File: src/rtl/sha256_block_ctrl.sv
// Iterative SHA-256 compression controller: one round per clock, multi-block chaining, held digest output.
// Optional abort input enabled by defining SHA256_CTRL_ABORT_EN.
module sha256_block_ctrl #(
  parameter int NUM_ROUNDS = 64
) (
  input  logic         clk,
  input  logic         rst,
  input  logic         blk_valid,
  output logic         blk_ready,
  input  logic [511:0] blk_data,
  input  logic         blk_first,
  input  logic         blk_last,
  output logic         digest_valid,
  input  logic         digest_ready,
  output logic [255:0] digest,
  output logic         busy
`ifdef SHA256_CTRL_ABORT_EN
  ,
  input  logic         abort
`endif
);

  localparam logic [255:0] IV = {
    32'h6a09e667, 32'hbb67ae85, 32'h3c6ef372, 32'ha54ff53a,
    32'h510e527f, 32'h9b05688c, 32'h1f83d9ab, 32'h5be0cd19};

  localparam logic [31:0] K_TAB [64] = '{
    32'h428a2f98, 32'h71374491, 32'hb5c0fbcf, 32'he9b5dba5, 32'h3956c25b, 32'h59f111f1, 32'h923f82a4, 32'hab1c5ed5,
    32'hd807aa98, 32'h12835b01, 32'h243185be, 32'h550c7dc3, 32'h72be5d74, 32'h80deb1fe, 32'h9bdc06a7, 32'hc19bf174,
    32'he49b69c1, 32'hefbe4786, 32'h0fc19dc6, 32'h240ca1cc, 32'h2de92c6f, 32'h4a7484aa, 32'h5cb0a9dc, 32'h76f988da,
    32'h983e5152, 32'ha831c66d, 32'hb00327c8, 32'hbf597fc7, 32'hc6e00bf3, 32'hd5a79147, 32'h06ca6351, 32'h14292967,
    32'h27b70a85, 32'h2e1b2138, 32'h4d2c6dfc, 32'h53380d13, 32'h650a7354, 32'h766a0abb, 32'h81c2c92e, 32'h92722c85,
    32'ha2bfe8a1, 32'ha81a664b, 32'hc24b8b70, 32'hc76c51a3, 32'hd192e819, 32'hd6990624, 32'hf40e3585, 32'h106aa070,
    32'h19a4c116, 32'h1e376c08, 32'h2748774c, 32'h34b0bcb5, 32'h391c0cb3, 32'h4ed8aa4a, 32'h5b9cca4f, 32'h682e6ff3,
    32'h748f82ee, 32'h78a5636f, 32'h84c87814, 32'h8cc70208, 32'h90befffa, 32'ha4506ceb, 32'hbef9a3f7, 32'hc67178f2};

  localparam logic [6:0] LAST_RND = 7'(NUM_ROUNDS - 1);

  typedef enum logic [1:0] {IDLE, ROUND, FINAL, DONE} state_t;

  function automatic logic [31:0] rotr(input logic [31:0] x, input int unsigned n);
    rotr = (x >> n) | (x << (32 - n));
  endfunction

  function automatic logic [31:0] sha256_calculate_k(input logic [5:0] t);
    sha256_calculate_k = K_TAB[t];
  endfunction

  // Window holds W[t-16] in the top word down to W[t-1] in the bottom word.
  function automatic logic [31:0] sha256_calculate_w(input logic [511:0] win);
    logic [31:0] w16, w15, w7, w2, s0, s1;
    w16 = win[511:480];
    w15 = win[479:448];
    w7  = win[223:192];
    w2  = win[63:32];
    s0  = rotr(w15, 7) ^ rotr(w15, 18) ^ (w15 >> 3);
    s1  = rotr(w2, 17) ^ rotr(w2, 19) ^ (w2 >> 10);
    sha256_calculate_w = s1 + w7 + s0 + w16;
  endfunction

  function automatic logic [255:0] sha256_calculate_h(input logic [255:0] s,
                                                      input logic [31:0] k, input logic [31:0] w);
    logic [31:0] a, b, c, d, e, f, g, h, t1, t2, bs0, bs1, ch, maj;
    {a, b, c, d, e, f, g, h} = s;
    bs1 = rotr(e, 6) ^ rotr(e, 11) ^ rotr(e, 25);
    ch  = (e & f) ^ (~e & g);
    t1  = h + bs1 + ch + k + w;
    bs0 = rotr(a, 2) ^ rotr(a, 13) ^ rotr(a, 22);
    maj = (a & b) ^ (a & c) ^ (b & c);
    t2  = bs0 + maj;
    sha256_calculate_h = {t1 + t2, a, b, c, d + t1, e, f, g};
  endfunction

  state_t         state_q, state_d;
  logic [6:0]     cnt_q, cnt_d;
  logic [511:0]   win_q, win_d;
  logic [255:0]   wk_q, wk_d;
  logic [255:0]   h_q, h_d;
  logic [255:0]   digest_q, digest_d;
  logic           last_q, last_d;
  logic           chain_q, chain_d;
  logic           blk_ready_q, digest_valid_q, busy_q;
  logic [255:0]   sum;
  logic [31:0]    wt;
  logic           xfer;

  assign blk_ready    = blk_ready_q;
  assign digest_valid = digest_valid_q;
  assign digest       = digest_q;
  assign busy         = busy_q;

  assign xfer = blk_valid & blk_ready_q;
  // During the first 16 rounds the window simply rotates, so both cases shift in wt.
  assign wt   = (cnt_q < 7'd16) ? win_q[511:480] : sha256_calculate_w(win_q);

  always_comb begin
    sum = '0;
    for (int i = 0; i < 8; i++) sum[i*32 +: 32] = h_q[i*32 +: 32] + wk_q[i*32 +: 32];
  end

  always_ff @(posedge clk) begin
    if (rst) state_q <= IDLE;
    else     state_q <= state_d;
  end

  always_comb begin
    state_d  = state_q;
    cnt_d    = cnt_q;
    win_d    = win_q;
    wk_d     = wk_q;
    h_d      = h_q;
    digest_d = digest_q;
    last_d   = last_q;
    chain_d  = chain_q;
    case (state_q)
      IDLE: begin
        if (xfer) begin
          state_d = ROUND;
          cnt_d   = '0;
          win_d   = blk_data;
          last_d  = blk_last;
          if (blk_first || !chain_q) begin
            h_d  = IV;
            wk_d = IV;
          end else begin
            wk_d = h_q;
          end
        end
      end
      ROUND: begin
        wk_d  = sha256_calculate_h(wk_q, sha256_calculate_k(cnt_q[5:0]), wt);
        win_d = {win_q[479:0], wt};
        cnt_d = cnt_q + 7'd1;
        if (cnt_q == LAST_RND) begin
          state_d = FINAL;
          cnt_d   = '0;
        end
      end
      FINAL: begin
        h_d = sum;
        if (last_q) begin
          digest_d = sum;
          chain_d  = 1'b0;
          state_d  = DONE;
        end else begin
          chain_d  = 1'b1;
          state_d  = IDLE;
        end
      end
      DONE: begin
        if (digest_ready) state_d = IDLE;
      end
      default: state_d = IDLE;
    endcase
`ifdef SHA256_CTRL_ABORT_EN
    // Abort drops the message entirely: no H update, chain broken, old digest retained.
    if (abort && state_q != IDLE) begin
      state_d  = IDLE;
      cnt_d    = '0;
      chain_d  = 1'b0;
      h_d      = h_q;
      digest_d = digest_q;
    end
`endif
  end

  always_ff @(posedge clk) begin
    if (rst) begin
      cnt_q          <= '0;
      win_q          <= '0;
      wk_q           <= '0;
      h_q            <= IV;
      digest_q       <= '0;
      last_q         <= 1'b0;
      chain_q        <= 1'b0;
      blk_ready_q    <= 1'b0;
      digest_valid_q <= 1'b0;
      busy_q         <= 1'b0;
    end else begin
      cnt_q          <= cnt_d;
      win_q          <= win_d;
      wk_q           <= wk_d;
      h_q            <= h_d;
      digest_q       <= digest_d;
      last_q         <= last_d;
      chain_q        <= chain_d;
      blk_ready_q    <= (state_d == IDLE);
      digest_valid_q <= (state_d == DONE);
      busy_q         <= (state_d != IDLE);
    end
  end

endmodule
File: config.mk
export PLATFORM = sky130hd
export DESIGN_NAME = sha256_block_ctrl
export DESIGN_NICKNAME = d
export VERILOG_FILES = /design/src/rtl/sha256_block_ctrl.sv
export SDC_FILE = /design/constraint.sdc
export NUM_CORES = 2
export LEC_CHECK = 0
export BUFFER_PORTS_ARGS = -buffer_cell sky130_fd_sc_hd__buf_2
export CAP_MARGIN = 15
export CORE_MARGIN = 4
export CORE_UTILIZATION = 55
export DETAILED_ROUTE_END_ITERATION = 16
export PLACE_DENSITY = 0.75
export SLEW_MARGIN = 20
export SYNTH_ARGS = -nofsm -noshare
export SYNTH_HDL_FRONTEND = slang
export SYNTH_SLANG_ARGS = --single-unit
File: constraint.sdc
create_clock -name clk -period 13.4 [get_ports clk]
set_clock_uncertainty 0.05 [all_clocks]
set_input_delay 2.68 -clock clk [delete_from_list [all_inputs] [get_ports clk]]
set_output_delay 2.68 -clock clk [all_outputs]
set_load 0.01 [all_outputs]
==> results list <==
* Synth Area in Simple Gates: 17.93%
- The worst path uses 81.40% of the clock period.
* Detailed Routing Iterations Pass 1: 9
- Dominant cell by count in the synthesized netlist: nand2_1
* Synth warnings: 0
- Post-synthesis sequential element count: 1294
- Finished Cell Area: 88470 um2
- Clock latency on the worst-skew pair, taken at its later pin, is 0.81 ns.
- Data arrival at the endpoint of the critical path: 11.57 ns
- Setup violations remaining at the end of the flow were counted as 0.
* RSZ-0062 raised after global routing: false
- Worst setup margin: 2.492 ns
- The worst-case IR drop observed on VDD is 0.0004621 V.
- STA classifies the critical path startpoint as a flip-flop.
* Cell taking the most area after synthesis: dfxtp_1
- Number of H-tree branching levels: 4
* Resized cells post-CTS: 0
- Pre-CTS setup slack: 2.756 ns
* Proportion of register bits with asynchronous set or reset after synthesis: 0%
* Cell repeated most along the worst path: fa_1
- Crit path capture type: flip-flop
- Port Buf Inserts: 776
* Violation count after the first detailed-routing iteration: 9912
- Worst slew margin relative to its limit: 12.60%
- Largest stage delay on the critical path: 0.55 ns
- Yosys attributes the largest share of cell area to dfxtp_1 (33%), nand2_1 (8.0%), ha_1 (6.3%), a311oi_1 (5.5%), nor2_1 (5.1%).
- Transition time of the tightest slew-check pin: 1.302 ns
* First-pass GRT wire length: 485.8 mm
* CTS clock-pin slew for the worst setup and hold paths: 0.06 ns
- Fraction of the mapped netlist area in adder cells: 11.37%
- The number of slew-limit violations in the final report was 0.
* CP max FO: 8
- The count of endpoints failing hold in the final timing report is 0.
- Total GRT Usage: 42.48%
* Largest net degree at the start of global routing: 241
- Classification of the worst-slack hold path: reg -> reg
- TritonCTS buffer count: 146
- Routed wirelength normalized by instance count: 27.46 um
* Cell type of the slowest stage on the worst timing path: fa_1
* Via density per instance: 6.455
* Final cell count without fillers: 12.20k
- After synthesis, the share of cell area in mux cells is 0.9444%.
- TritonCTS built the clock tree.
* Utilization after layout: 62.33%
- I/O Pins: 777
* Number of synthesized flops with an enable pin: 0
* Placed wire-length estimate after detailed placement: 249.9 mm
* Die X-Extent: 386.6 um
- DRC Markers: 0
* Most common library cells after synthesis: nand2_1 (1687), dfxtp_1 (1294), nor2_1 (1070), clkbuf_1 (720), a21oi_1 (715)
- In this run, post-CTS hold repair placed 0 buffers.
* Dominant combinational cell family by area after synthesis: compound AO/OA/AOI/OAI gates
* Time the worst path needs with I/O delays and setup: 10.91 ns
* Compound-Gate Fraction of Synth Area: 24.40%
* Power density normalized to cell area: 301.9 nW/um2
- Avg Cell Area, Syn: 7.950 um2
- Fraction of synthesized cell area taken by the top area cell type: 32.86%
* Buffer depth of the longest clock path: 3
* Share of post-route cells with drive strength above 1: 12.07%
* Library cell used as clock root buffer: clkbuf_16
- The placed instances occupy a cell area of 83230 um2.
* Accumulated negative setup slack: 0 ns
- Die span in y: 386.6 um
- Run status: finished, final reports clean
- By startpoint and endpoint, the worst setup path is classified as reg -> reg.
- In this run the post-CTS setup repair buffer count came out at 0.
* Layout area overhead: 12.23%
- The congestion estimate from routability-driven global placement came to 1.031.
- Derived from the worst setup path, the maximum achievable clock frequency is 91.68 MHz.
* Share of synthesized area occupied by flip-flops and latches: 32.86%
* Data required time of the critical path: 14.06 ns
- The initial antenna violation count came to 20.
- Number of instances in the synthesized netlist: 9916
- The completed layout was analyzed and its total power is 26.71 mW.
- Summing every instance area after synthesis gives 78830 um2.
* Aggregate global routing overflow: 0
- Static leakage: 37.42 nW
* Share of the synthesized netlist area taken by xor and xnor gates: 6.615%
- Initial Utilization: 55.54%
* Synth cell types: 103
- After floorplanning, the core was sized to cover 141900 um2.
* Total nets after synthesis: 11.03k
- Placement Rows: 138
* Vias after detailed routing: 78.76k
- The number of global-route vias before repair is 73.39k.
- Number of nets in the layout: 11.27k
* Die ar.: 149500 um2
* Max-cap check violation count: 0
* Count of antenna-violating nets left after detailed routing: 0
- Count of clock tree sinks: 1294
- Post-Route Hold Slack: 0.4005 ns
* Number of cells after detailed placement: 11.90k
- The routed design has 335.0 mm of wire.
- For this run, the leading register cell type out of synthesis is dfxtp_1.
kinds of logic after synthesis:
kind of cell,count (synthesis)
AOI/OAI and AO/OA,2738
xor gates and xnor gates,593
adders and majority gates,600
buffers and inverters,1233
DFF,1294
muxes,65
and+or+nand+nor,3393
report_power, final:
group	switching [mW]	internal, mW	total, mW
clock network	1.80	2.50	4.30
logic	11.0	6.70	17.7
registers	0.547	4.17	4.71
total	13.3	13.4	26.7
flip-flops by register name, summed over array words and instances, names as in the netlist:
name and flops:
digest 256, last_q 1, state_q 2, win_q 512, chain_q 1, busy 1
h_q 256, digest_valid 1, blk_ready 1, cnt_q 7, wk_q 256
path summary, 6_finish.rpt:
path	start	end	slack, ns	cells past startpoint
setup / recovery	win_q[457]$_SDFFE_PP0P_	wk_q[255]$_SDFFE_PP0P_	2.49	40
hold reg to reg	digest[197]$_SDFFE_PP0P_	digest[197]$_SDFFE_PP0P_	0.40	2
hold / removal	digest[197]$_SDFFE_PP0P_	digest[197]$_SDFFE_PP0P_	0.40	2
setup reg to reg	win_q[457]$_SDFFE_PP0P_	wk_q[255]$_SDFFE_PP0P_	2.49	40
worst max-delay path: cells and delay by family (launching register included):
kind	cells	cell delay (ns)
multiplexers	2	0.71
XOR/XNOR	4	0.93
AND/OR/NAND/NOR	7	1.28
AO/OA/AOI/OAI	14	3.06
adder cells (fa/ha/maj)	9	4.08
flip-flops	1	0.46
buffers and inverters	4	0.25
routing by layer:
layer | vias to the layer above | GRT usage [%] | part of all wire, %
met2 | 4727 | 62.41 | 42
met3 | 993 | 9.016 | 11
met1 | 37590 | 55.27 | 38
met5 | - | 0 | 0.019
met4 | 12 | 30.72 | 8.7
li1 | 35440 | - | -
cell usage in the layout (no fill, tap or decap), types with 29 or more instances in the layout:
cell type and n:
a211oi_1 94, a21o_1 221, a21oi_1 714, a221oi_1 109
a22oi_1 86, a311oi_1 499, a31oi_1 54, buf_2 775
buf_4 93, clkbuf_16 147, clkinv_2 29, dfxtp_1 1291
diode_2 31, fa_1 196, ha_1 399, inv_1 444
mux2i_1 44, nand2_1 1684, nand2b_1 135, nand3_1 67
nand4_1 32, nor2_1 1066, nor2b_1 52, nor3_1 176
o211ai_1 36, o21a_1 69, o21ai_0 282, o21bai_1 41
o221ai_1 129, o22ai_1 110, xnor2_1 380, xor2_1 211
area by class of cell:
cell class,count,area [um2]
fill,12670,53460
multi-input combinational,7389,48430
sequential,1294,25910
timing repair buffer,882,4843
clock buffer,196,4143
tap,1890,2365
inverter,447,1678
clock inverter,73,1022
antenna,31,77.57
Power figures use the tool's default switching activity.
